<file path="src/rtl/pipeline_insertion_sort.sv">
// Batch sorter: entries are inserted one per cycle into a sorted register array, then drained in order.
// Define PIPELINE_SORT_DESCENDING_EN for descending order (stable in both directions).
module pipeline_insertion_sort #(
   parameter int KEY_W = 8,
   parameter int TAG_W = 6,
   parameter int DEPTH = 10
) (
   input  logic                       clk,
   input  logic                       rst_n,
   input  logic                       clear,
   input  logic                       in_valid,
   output logic                       in_ready,
   input  logic [KEY_W-1:0]           in_key,
   input  logic [TAG_W-1:0]           in_tag,
   input  logic                       start,
   output logic                       out_valid,
   input  logic                       out_ready,
   output logic [KEY_W-1:0]           out_key,
   output logic [TAG_W-1:0]           out_tag,
   output logic                       out_last,
   output logic [$clog2(DEPTH+1)-1:0] count,
   output logic                       done_out
);

   localparam int CNT_W = $clog2(DEPTH + 1);
   localparam int IDX_W = $clog2(DEPTH);

   localparam logic [1:0] S_LOAD  = 2'd0;
   localparam logic [1:0] S_DRAIN = 2'd1;
   localparam logic [1:0] S_DONE  = 2'd2;

   logic [1:0]       state_q;
   logic [CNT_W-1:0] count_q;
   logic [IDX_W-1:0] rd_idx_q;
   logic [KEY_W-1:0] key_q [DEPTH];
   logic [TAG_W-1:0] tag_q [DEPTH];
   logic [DEPTH-1:0] moves;
   logic             accept;
   logic             at_last;

   assign in_ready  = (state_q == S_LOAD) && (count_q < CNT_W'(DEPTH));
   assign accept    = rst_n && !clear && in_valid && in_ready;
   assign out_valid = (state_q == S_DRAIN);
   assign at_last   = (CNT_W'(rd_idx_q) == count_q - CNT_W'(1));
   assign out_last  = out_valid && at_last;
   assign out_key   = key_q[rd_idx_q];
   assign out_tag   = tag_q[rd_idx_q];
   assign count     = count_q;
   assign done_out  = (state_q == S_DONE) && !clear;

   // moves[i]: occupied slot i must shift up to make room for the new entry.
   // Equal keys never move, which is what keeps the sort stable.
   always_comb begin
      // NOTE: every bit gets a default before the loop so no latch is inferred.
      moves = '0;
      for (int i = 0; i < DEPTH; i++) begin
`ifdef PIPELINE_SORT_DESCENDING_EN
         moves[i] = (CNT_W'(i) < count_q) && (key_q[i] < in_key);
`else
         moves[i] = (CNT_W'(i) < count_q) && (key_q[i] > in_key);
`endif
      end
   end

   // NOTE: the entry array has no reset; count_q alone defines which slots are valid.
   always_ff @(posedge clk) begin
      if (accept) begin
         if (moves[0] || count_q == '0) begin
            key_q[0] <= in_key;
            tag_q[0] <= in_tag;
         end
         for (int i = 1; i < DEPTH; i++) begin
            if (moves[i-1]) begin
               key_q[i] <= key_q[i-1];
               tag_q[i] <= tag_q[i-1];
            end else if (moves[i] || CNT_W'(i) == count_q) begin
               key_q[i] <= in_key;
               tag_q[i] <= in_tag;
            end
         end
      end
   end

   always_ff @(posedge clk) begin
      if (!rst_n || clear) begin
         state_q  <= S_LOAD;
         count_q  <= '0;
         rd_idx_q <= '0;
      end else begin
         case (state_q)
            S_LOAD: begin
               if (accept) count_q <= count_q + CNT_W'(1);
               if (start) begin
                  state_q  <= (accept || count_q != '0) ? S_DRAIN : S_DONE;
                  rd_idx_q <= '0;
               end
            end
            S_DRAIN: begin
               if (out_ready) begin
                  if (at_last) begin
                     state_q <= S_DONE;
                     count_q <= '0;
                  end else begin
                     rd_idx_q <= rd_idx_q + IDX_W'(1);
                  end
               end
            end
            S_DONE: begin
               state_q <= S_LOAD;
               count_q <= '0;
            end
            default: state_q <= S_LOAD;
         endcase
      end
   end

endmodule

</file>
<file path="config.mk">
export PLATFORM = sky130hd
export DESIGN_NAME = pipeline_insertion_sort
export DESIGN_NICKNAME = d
export VERILOG_FILES = /design/src/rtl/pipeline_insertion_sort.sv
export SDC_FILE = /design/constraint.sdc
export NUM_CORES = 1
export LEC_CHECK = 0
export CORE_MARGIN = 2
export CORE_UTILIZATION = 65
export CTS_CLUSTER_SIZE = 16
export DETAILED_ROUTE_END_ITERATION = 12
export MAX_ROUTING_LAYER = met4
export PLACE_DENSITY = 0.82
export SLEW_MARGIN = 30
export SYNTH_ARGS = -nofsm -noshare
export SYNTH_HDL_FRONTEND = slang
export SYNTH_SLANG_ARGS = --single-unit
</file>
<file path="constraint.sdc">
create_clock -name clk -period 5.6 [get_ports clk]
set_input_delay 1.12 -clock clk [delete_from_list [all_inputs] [get_ports clk]]
set_output_delay 1.12 -clock clk [all_outputs]
set_load 0.01 [all_outputs]
</file>
# Word level (Yosys, flattened, before mapping)
# Memories as Yosys holds them, arrays and structs flattened. A register that Yosys moved wholly into a read port is not among the register bits.
# Cells that the tools add are included.
dict set report word_totals {
  input_bits 20
  mem_bits_rw 140
  memories 2
  output_inout_bits 22
  register_bits 10
}
dict set report classes {
  addsub 3
  eq_ne 17
  magnitude_cmp 21
  n_bitwise 18
  n_mux 101
  n_reduce_logical 38
}
# memory words word_bits read_ports rd_clocked_by_memory_dff wr line_no
set mem_list {}
lappend mem_list {key_q 10 8 11 1 10 35} ;# logic [KEY_W-1:0] key_q [DEPTH];
lappend mem_list {tag_q 10 6 10 1 10 36} ;# logic [TAG_W-1:0] tag_q [DEPTH];
# operator count
set ops {}
lappend ops {{$gt 8x8->1} 10}
lappend ops {{$mux 8} 9}
lappend ops {{$mux 1} 66}
lappend ops {{$mux 6} 9}
lappend ops {{$mux 4} 10}
lappend ops {{$or 1x1->1} 18}
lappend ops {{$eq 3x4->1 const A} 4}
lappend ops {{$logic_and 1x1->1} 16}
lappend ops {{$lt 3x4->1 const A} 4}
lappend ops {{$logic_or 1x1->1} 12}
lappend ops {{$pmux 4 s3} 1}
lappend ops {{$add 4x1->4 const B} 2}
lappend ops {{$eq 2x4->1 const A} 2}
lappend ops {{$eq 4x4->1 const A} 2}
lappend ops {{$lt 1x4->1 const A} 2}
lappend ops {{$lt 2x4->1 const A} 2}
lappend ops {{$lt 4x4->1 const A} 2}
lappend ops {{$mux 2} 4}
lappend ops {{$pmux 4 s2} 1}
lappend ops {{$reduce_and 4->1} 2}
lappend ops {{$ne 2x2->1 const B} 3}
lappend ops {{$eq 1x4->1 const A} 1}
lappend ops {{$eq 4x4->1} 1}
lappend ops {{$logic_not 4->1} 1}
lappend ops {{other kinds (12)} 14}

# Logic depth before layout (Yosys ltp)
# Gate-level depths: netlist of the first run.
dict set report logic_depth {
  ltp_word 8
  depth_mapped 10
  depth_no_buf 8
}

# Least setup slack after synthesis of the first run
# No wires, ideal clock.
dict set report synth_timing {
  path_kind {input to register}
  start {in in_key[1]}
  end {mem key_q[3][0], enable pin}
  slack_ns 1.592
  arrival_time_ns 3.602
  required_time_ns 5.194
  path_buffers 1
  cell_stages 9
  path_cell_list {clkbuf_1 inv_1 ha_1 nor2b_1 o211ai_1 a21oi_1 o21ai_0 nor3b_1 nor3b_1}
}
# element line_no
set synth_lines {}
lappend synth_lines {{from (decl)} 13} ;# input logic [KEY_W-1:0] in_key,
lappend synth_lines {{to (decl)} 35}

==> impl_metrics.toml, run 1 <==
[pwr]
power_leakage_uw = 0.00391
vdd_drop_max_mv = 0.218
powerDensity_nw_per_um2 = 241

[floorplanning]
ioPinCount = 42
start_util_pct = 66.9
rows = 44
fp.coreArea_um2 = 14600
die_y_um = 127
fp.dieArea_um2 = 16100
dieWidth_um = 127

[timing]
clock-skew-final_ns = 0.00905
post-route-min-period_ns = 4.42
setup_tns_ns = 0
hold_violations = 0
post-route-period-util_pct = 79.0
finalSetupViolations = 0
max_freq_mhz = 226
rsz0062_at_grt = "false"
maxSlewViolCount = 0
tightest_slew_ns = 0.917
maxSlewHeadroom_pct = 38.7

[placement]
detailed_place_hpwl_um = 17400
gp_congestion = 0.972
io_buffer_count = 41
placed_cell_area_um2 = 10400

[critical_path]
worstReg2RegStart = "count[2]"
cp-end-kind = "output pin"
critPathKind = "flop to output pin"
cp_max_fo = 28
r2r_end = "tag_q[7][5]"
start_kind = "flop"
arrival_ns = 3.30
ff2ff_setup_slack_ns = 2.46
worstRegToRegCells = 5
required_ns = 4.48

[run_status]
outcome = "finished clean"

[synthesis]
ys_types = 64
synthCells = 742
synth.area.top_cells = "edfxtp_1 (43%), mux2_2 (14%), ha_1 (11%), mux4_2 (6.4%), dfxtp_1 (2.9%)"
netlist.top_cell.by_area = "edfxtp_1"
synth_area_um2 = 9800
ys_seq_elements = 154
syn_area_per_cell_um2 = 13.2
yosys.area.top_type_share_pct = 42.9
yosys_warnings = 0
synth_edf_count = 140
ys_seq_area_share_pct = 45.8
synth_ff_type = "edfxtp_1"
syn-num-nets = 851
synthArstFlopShare_pct = 0

[clock_tree]
clock-root-buffer = "clkbuf_16"
cts.clk_slew.worst_paths_ns = 0.07
cts_hold_buf = 0
clk_path_buf_depth = 2
cts_buffers = 17
cts_setup_buffers = 0
cts_tree = "yes"
cts_max_level = 4
clock_latency_ns = 0.44
cts.sinks = 154
cts_resized = 0

[drt]
via_per_inst = 6.85
drt_iter0_drc = 703
wl_per_cell_um = 24.5
drcViolationCount = 0
wl_um = 24100
ant_nets = 0
vias = 6743
dr.pass1.iters = 7

[layout]
nets = 895
syn_to_final_growth_pct = 12.6
layout-drive-gt1-share_pct = 29.0
stdcell_area_um2 = 11000

[global_routing]
grt_usage_pct = 32.0
grt_first_pass_wirelength_um = 38000
antenna_found_initial = 1
grt_max_degree = 29
gr-total-overflow = 0
grt_pass1_vias = 6686

[hold_path]
hold_path_class = "flop to flop"
hold_start = "state_q[1]"
holdPathEnd = "state_q[1]"
whs_path_depth = 2

[flow_run]
max-cap-violations = 0
[through the flow]
step                util (%)  cells  setup slack (ns)  hold WS (ns)  total power (µW)
floorplan                  -    742              1.59         0.500              1420
global placement        71.2    951              1.07         0.511              1500
detailed placement      71.2    951             0.859         0.525              1510
CTS                     75.3    983              1.15         0.541              2660
global route            75.4    984              1.03         0.562              2730
finish                  75.4    984              1.18         0.543              2660
[final cells by class]
class	instances	area [µm²]
diodes	1	2.50
clock buffers	17	425
clock inverters	15	179
fillers	932	3610
inverters	29	109
multi-input cells	522	5040
flip-flops and latches	154	4490
well taps	184	230
repair buffers	62	568
[layer usage]
layer  track usage [%]  vias up  part of all wire [%]
met5                 -        -                     0
met4              8.47        0                   1.6
met3              7.93       39                    10
met2              48.0      367                    47
met1              44.3     3309                    41
li1                  -     3028                     -
[how the worst max path moves through the flow]
| stage | slack (ns) | endpoint | startpoint | depth (start not counted) |
|---|---|---|---|---|
| after floorplan | 1.59 | key_q[3][0] | in_key[1] | 9 |
| after global placement | 1.07 | key_q[8][2] | in_key[1] | 10 |
| after detailed placement | 0.86 | tag_q[4][4] | in_key[6] | 9 |
| after CTS | 1.15 | out_tag[5] | flop | 5 |
| after global routing | 1.03 | out_key[3] | flop | 5 |
| final | 1.18 | out_tag[5] | flop | 5 |
[synth_stat cells (2+ instances only)]
cell type	instances
buf_4	5
xnor2_1	4
a211oi_2	2
a21o_1	6
buf_2	12
nor3_2	3
nand3b_1	2
o21a_1	5
a211o_1	2
nor2_1	17
nand4_1	23
o211ai_2	2
a32oi_1	2
nor2b_1	25
nand2b_1	2
o31ai_1	2
nor3_1	3
o221a_2	2
mux2i_1	16
and2_1	4
mux4_2	28
clkbuf_1	16
mux2_2	126
a21oi_1	51
o211ai_1	11
inv_1	29
xor2_1	3
a211oi_1	18
buf_1	2
nand2_1	18
ha_1	89
a31oi_1	6
nor3b_1	3
a32o_1	2
nand3_1	8
edfxtp_1	140
dfxtp_1	14
or2_2	3
o21ai_0	9
and3_1	3
[kinds of logic after synthesis]
| kind of cell | count (synthesis) | synth area share [%] |
|---|---|---|
| flops | 154 | 45.8 |
| simple gates | 122 | 7.12 |
| mux | 170 | 22.5 |
| compound gates | 133 | 9.38 |
| xor+xnor | 8 | 0.868 |
| fa+ha+maj | 89 | 11.4 |
| buf+inv | 66 | 2.96 |
[cells in the final DEF (no fill, tap or decap), drive strengths merged, types with 14 or more instances in the layout]
master,netlist,routed
mux2i,16,16
dfxtp,14,14
a21oi,51,51
clkbuf,17,17
buf,20,21
ha,89,89
mux2,126,126
edfxtp,140,140
nor2,18,18
nor2b,25,25
nand4,24,24
mux4,28,28
clkdlybuf4s50,0,41
inv,29,37
nand2,18,18
a211oi,21,21
[power breakdown]
group	leakage (µW)	internal (µW)	total, µW	switching, µW
combinational	0.00224	102	231	129
clock	0.000291	639	1170	533
sequential	0.00137	1250	1260	10.8
[critical path, cell delays in order, from the launching register on]
cell             delay, ns
dfxtp_2               0.72
buf_4                 0.57
mux4_2                0.57
a211oi_1              0.33
a21oi_1               0.16
clkdlybuf4s50_1       0.51
[flip-flops by register name (all words and copies together) (netlist names), named ones only]
| name | count |
|---|---|
| count | 4 |
| key_q | 80 |
| rd_idx_q | 4 |
| state_q | 2 |
| tag_q | 60 |
No activity file was read; power rests on OpenSTA's default activity.
==> run 2, diff against run 1 <==
--- a/config.mk
+++ b/config.mk
@@ -6,11 +6,11 @@
 export NUM_CORES = 1
 export LEC_CHECK = 0
 export CORE_MARGIN = 2
-export CORE_UTILIZATION = 65
+export CORE_UTILIZATION = 56
 export CTS_CLUSTER_SIZE = 16
 export DETAILED_ROUTE_END_ITERATION = 12
 export MAX_ROUTING_LAYER = met4
-export PLACE_DENSITY = 0.82
+export PLACE_DENSITY = 0.74
 export SLEW_MARGIN = 30
 export SYNTH_ARGS = -nofsm -noshare
 export SYNTH_HDL_FRONTEND = slang
==> constraint.sdc (replaced) <==
create_clock -name clk -period 4.05 [get_ports clk]
set_input_delay 0.81 -clock clk [delete_from_list [all_inputs] [get_ports clk]]
set_output_delay 0.81 -clock clk [all_outputs]
set_load 0.01 [all_outputs]
==> run 2 against run 1 <==
Sequential power is 38% higher. Total power is 34% higher. Cell count grew 5.7%. Core utilization decreased by 10 points. Global-route usage fell by 4.1 points. Register-to-register slack worse by 1.2 ns. Highest routed layer unchanged. Clock skew up 0.0011 ns. Critical path depth unchanged. Wire length is 0.24% lower. Combinational power up 42%.
==> impl_metrics.toml, run 2 (synthesis gave the netlist of run 1 again) <==
[run_status]
outcome = "finished clean"

[clock_tree]
cts_max_level = 4
cts_resized = 0
cts.sinks = 154
cts_hold_buf = 0
cts.clk_slew.worst_paths_ns = 0.06
cts_buffers = 17
clock-root-buffer = "clkbuf_16"
clk_path_buf_depth = 2
clock_latency_ns = 0.44
cts_setup_buffers = 0
cts_tree = "yes"

[layout]
syn_to_final_growth_pct = 14.0
n_antenna_cell = 0
regMostFlops = "key_q"
reg.largest.list = "key_q (80), tag_q (60)"
largest_reg_flops = 80
layout_commonest_cell = "edfxtp_1"
final_util_pct = 65.0
layout-drive-gt1-share_pct = 30.3
nets = 911
final_cell_mix = "edfxtp_1 (140), mux2_2 (126), ha_1 (89), a21oi_1 (51), clkdlybuf4s50_1 (41)"

[floorplanning]
start_util_pct = 57.1
fp.dieArea_um2 = 18600
fp.coreArea_um2 = 17200
rows = 48
ioPinCount = 42
dieWidth_um = 136
die_y_um = 136

[timing]
fin_ws_ns = 0.355
hold_violations = 0
maxSlewHeadroom_pct = 40.8
maxSlewViolCount = 0
clock-skew-final_ns = 0.0102
post-route-period-util_pct = 91.2
finalSetupViolations = 0
max_freq_mhz = 271
post-route-min-period_ns = 3.69
hold_slack_ns = 0.530
tightest_slew_ns = 0.887
setup_tns_ns = 0
rsz0062_at_grt = "false"

[hold_path]
hold_path_class = "flop to flop"

[global_routing]
grt_pass1_vias = 6676
antenna_found_initial = 0
gr-total-overflow = 0
grt_usage_pct = 27.9
grt_max_degree = 21
grt_first_pass_wirelength_um = 37700

[drt]
wl_um = 24000
wl_per_cell_um = 23.1
ant_nets = 0
drt_iter0_drc = 637
drcViolationCount = 0
dr.pass1.iters = 5
via_per_inst = 6.45
vias = 6708

[critical_path]
required_ns = 3.24
critPathMaxStageDelay_ns = 0.73
slowest_stage = "dfxtp_2"
critPathKind = "flop to output pin"
ff2ff_setup_slack_ns = 1.22
cp_max_fo = 16
arrival_ns = 2.88
path_cells = "mux4_2 > nor2b_1 > a211oi_1 > a21oi_1 > clkdlybuf4s50_1"
start_kind = "flop"
cp-end-kind = "output pin"

[flow_run]
max-cap-violations = 0

[placement]
io_buffer_count = 41
detailed_place_hpwl_um = 18400
place_ws_ns = 0.143
gp_congestion = 0.915

[pwr]
power_leakage_uw = 0.00396
vdd_drop_max_mv = 0.297
p_total_uw = 3560
powerDensity_nw_per_um2 = 319
run 2: changes by cell type in the layout (fill, tap and decap cells not counted), moves of 2 or more:
cell,previous run,this run
buf_4,21,35
clkinvlp_4,2,4
buf_12,0,2
clkinv_8,3,0
clkbuf_1,0,2
inv_8,4,2
clkinv_4,0,2
run 2: routing by layer:
layer	share of wire (%)	track usage, %
met5	0	-
met4	1.7	7.35
met3	6.1	5.82
met2	48	43.6
met1	44	37.4
run 2: area by class of cell:
class                   instances  area [µm²]
multi-input cells             522        5040
inverters                      29         109
clock buffers                  19         433
repair buffers                 78         713
fillers                      1328        6000
flip-flops and latches        154        4490
clock inverters                13         110
well taps                     225         282
run 2: final timing paths:
check | endpoint | start | cells past startpoint
setup / recovery | out_key[7] | flop | 5
hold / removal | state_q[1] | state_q[1] | 2
setup reg to reg | key_q[5][0] | state_q[0] | 7
hold reg to reg | state_q[1] | state_q[1] | 2
run 2: report_power, final:
part	internal, µW	switching [µW]
Sequential	1720	15.4
Combinational	150	180
Clock	799	694
run 2: worst max-delay path, delay by kind of cell (launching register included):
| kind | cells | cell delay (ns) |
|---|---|---|
| mux | 1 | 0.58 |
| buf+inv | 1 | 0.50 |
| simple gates | 1 | 0.17 |
| flops | 1 | 0.73 |
| compound gates | 2 | 0.46 |
run 2: stage by stage:
stage          instances  area [µm²]
3_3_place_gp        1008       10600
4_1_cts             1040       11200
2_1_floorplan        742        9800
6_report            1040       11200
5_1_grt             1040       11200
3_5_place_dp        1008       10600
==> run 3, diff against run 2 <==
--- a/config.mk
+++ b/config.mk
@@ -6,11 +6,13 @@
 export NUM_CORES = 1
 export LEC_CHECK = 0
 export CORE_MARGIN = 2
-export CORE_UTILIZATION = 56
+export CORE_UTILIZATION = 24
+export CTS_BUF_LIST = sky130_fd_sc_hd__clkbuf_8
 export CTS_CLUSTER_SIZE = 16
 export DETAILED_ROUTE_END_ITERATION = 12
+export GPL_TIMING_DRIVEN = 0
 export MAX_ROUTING_LAYER = met4
-export PLACE_DENSITY = 0.74
+export PLACE_DENSITY = 0.37
 export SLEW_MARGIN = 30
 export SYNTH_ARGS = -nofsm -noshare
 export SYNTH_HDL_FRONTEND = slang
==> run 3 against run 2 <==
Wire length grew 19%. Clock power decreased by 19%. Cell count rose by 31%. Fmax down 3.2%. Non-clock buffer count up 16. Combinational power grew 6.4%. Total power fell by 7.6%. Via count down 5.8%.
==> impl_metrics.toml, run 3 (synthesis gave the netlist of run 1 again) <==
[run_status]
outcome = "finished clean"

[drt]
drt_iter0_drc = 373
top_layer = "met4"
met3_length_um = 723
vias = 6316
drt-met1-wl_um = 14200
ant_nets = 0
wl_per_cell_um = 21.0
drcViolationCount = 0
wl_met2_um = 13400
dr.pass1.iters = 5
wl_um = 28600
via_per_inst = 4.63

[hold_path]
hold_path_class = "flop to flop"
hold_start = "state_q[1]"
whs_path_depth = 2

[critical_path]
start_kind = "input pin"
required_ns = 4.28
arrival_ns = 4.04
critPathKind = "input pin to flop"
cp_max_fo = 10
worstRegToRegCells = 8
cp-end-kind = "flop"
startpoint = "in_key[3]"
worstReg2RegStart = "count[0]"

[layout]
layout-drive-gt1-share_pct = 32.6
seq_area_um2 = 4490
n_antenna_cell = 0
nets = 927
multi_input_area_um2 = 5110
reg.largest.list = "key_q (80), tag_q (60)"
final_util_pct = 28.5
regMostFlops = "key_q"
largest_reg_flops = 80
fill_cells = 4180
layout_commonest_cell = "edfxtp_1"
final_cell_mix = "edfxtp_1 (140), mux2_2 (126), ha_1 (89), a21oi_1 (47), clkdlybuf4s50_1 (35)"
syn_to_final_growth_pct = 17.8

[pwr]
power_leakage_uw = 0.00395
p_clk_share_pct = 36.8
swShare_pct = 26.4
p_total_uw = 3290
p_int_uw = 2420
p_switching_uw = 868
powerDensity_nw_per_um2 = 285
vdd_drop_max_mv = 0.184
p_comb_share_pct = 10.6
p_seq_share_pct = 52.6

[timing]
clock-skew-final_ns = 0.0165
setup_tns_ns = 0
post-route-period-util_pct = 94.2
maxSlewHeadroom_pct = 46.0
finalSetupViolations = 0
tightest_slew_ns = 0.809
hold_violations = 0
maxSlewViolCount = 0
rsz0062_at_grt = "false"
post-route-min-period_ns = 3.82
max_freq_mhz = 262

[placement]
detailed_place_hpwl_um = 22300
io_buffer_count = 41
gp_congestion = 0.769

[floorplanning]
fp.dieArea_um2 = 42500
start_util_pct = 24.2
dieWidth_um = 206
die_y_um = 206
rows = 74
ioPinCount = 42
fp.coreArea_um2 = 40600

[clock_tree]
clock-root-buffer = "clkbuf_8"
cts_buffers = 17
clk_path_buf_depth = 2
cts.clk_slew.worst_paths_ns = 0.09
clock_latency_ns = 0.48
cts_tree = "yes"
cts.sinks = 154
cts_max_level = 4
cts_hold_buf = 0

[global_routing]
grt_pass1_vias = 6502
grt_max_degree = 21
gr-total-overflow = 0
grt_first_pass_wirelength_um = 43000
grt_usage_pct = 14.4
antenna_found_initial = 0

[flow_run]
max-cap-violations = 0
[run 3: power by group through the flow]
stage | Combinational, µW | Clock, µW | Sequential, µW
after floorplan | 198 | 0 | 1760
after global placement | 332 | 0 | 1770
after detailed placement | 335 | 0 | 1770
after CTS | 355 | 1260 | 1730
after global routing | 389 | 1310 | 1730
final | 350 | 1210 | 1730
[run 3: stage by stage]
step,cell area (µm²),cells,hold WS [ns],setup WS [ns]
2_1_floorplan,9800,742,0.500,0.352
3_3_place_gp,10900,1315,0.534,-1.91
3_5_place_dp,11000,1320,0.536,-0.869
4_1_cts,11500,1364,0.550,0.0145
5_1_grt,11500,1363,0.592,0.0274
6_report,11500,1363,0.542,0.234
[run 3: layout make-up]
cell class	instances	area share [%]
Timing Repair Buffer	64	5.19
Clock buffer	17	2.03
Sequential cell	154	38.8
Tap cell	532	5.77
Inverter	29	1.17
Clock inverter	15	1.31
Buffer	30	1.42
Multi-Input combinational cell	522	44.3
[run 3: path summary, 6_finish.rpt]
check,end,slack (ns)
setup / recovery,tag_q[1][1],0.23
hold / removal,state_q[1],0.54
setup reg to reg,tag_q[1][1],0.95
hold reg to reg,state_q[1],0.54
[run 3: what timing repair did]
action                                  CTS  global route
endpoints found under the hold margin     0             0
endpoints found under the setup margin   94           125
setup buffers                            18             0
gates resized for setup                  14             9
[run 3: routing by layer]
| metal | GRT usage [%] | vias to the layer above |
|---|---|---|
| li1 | - | 3084 |
| met1 | 20.1 | 3133 |
| met2 | 22.3 | 88 |
| met3 | 1.97 | 11 |
| met4 | 2.78 | 0 |
| met5 | - | - |
[run 3: critical path, stage by stage]
cell and delay (ns):
clkdlybuf4s50_1 0.48, clkbuf_2 0.29, clkinvlp_4 0.13, buf_4 0.19
ha_1 0.34, o211ai_1 0.11, a21oi_1 0.21, o221ai_1 0.22
a211oi_4 0.49, buf_2 0.38, mux2_2 0.37
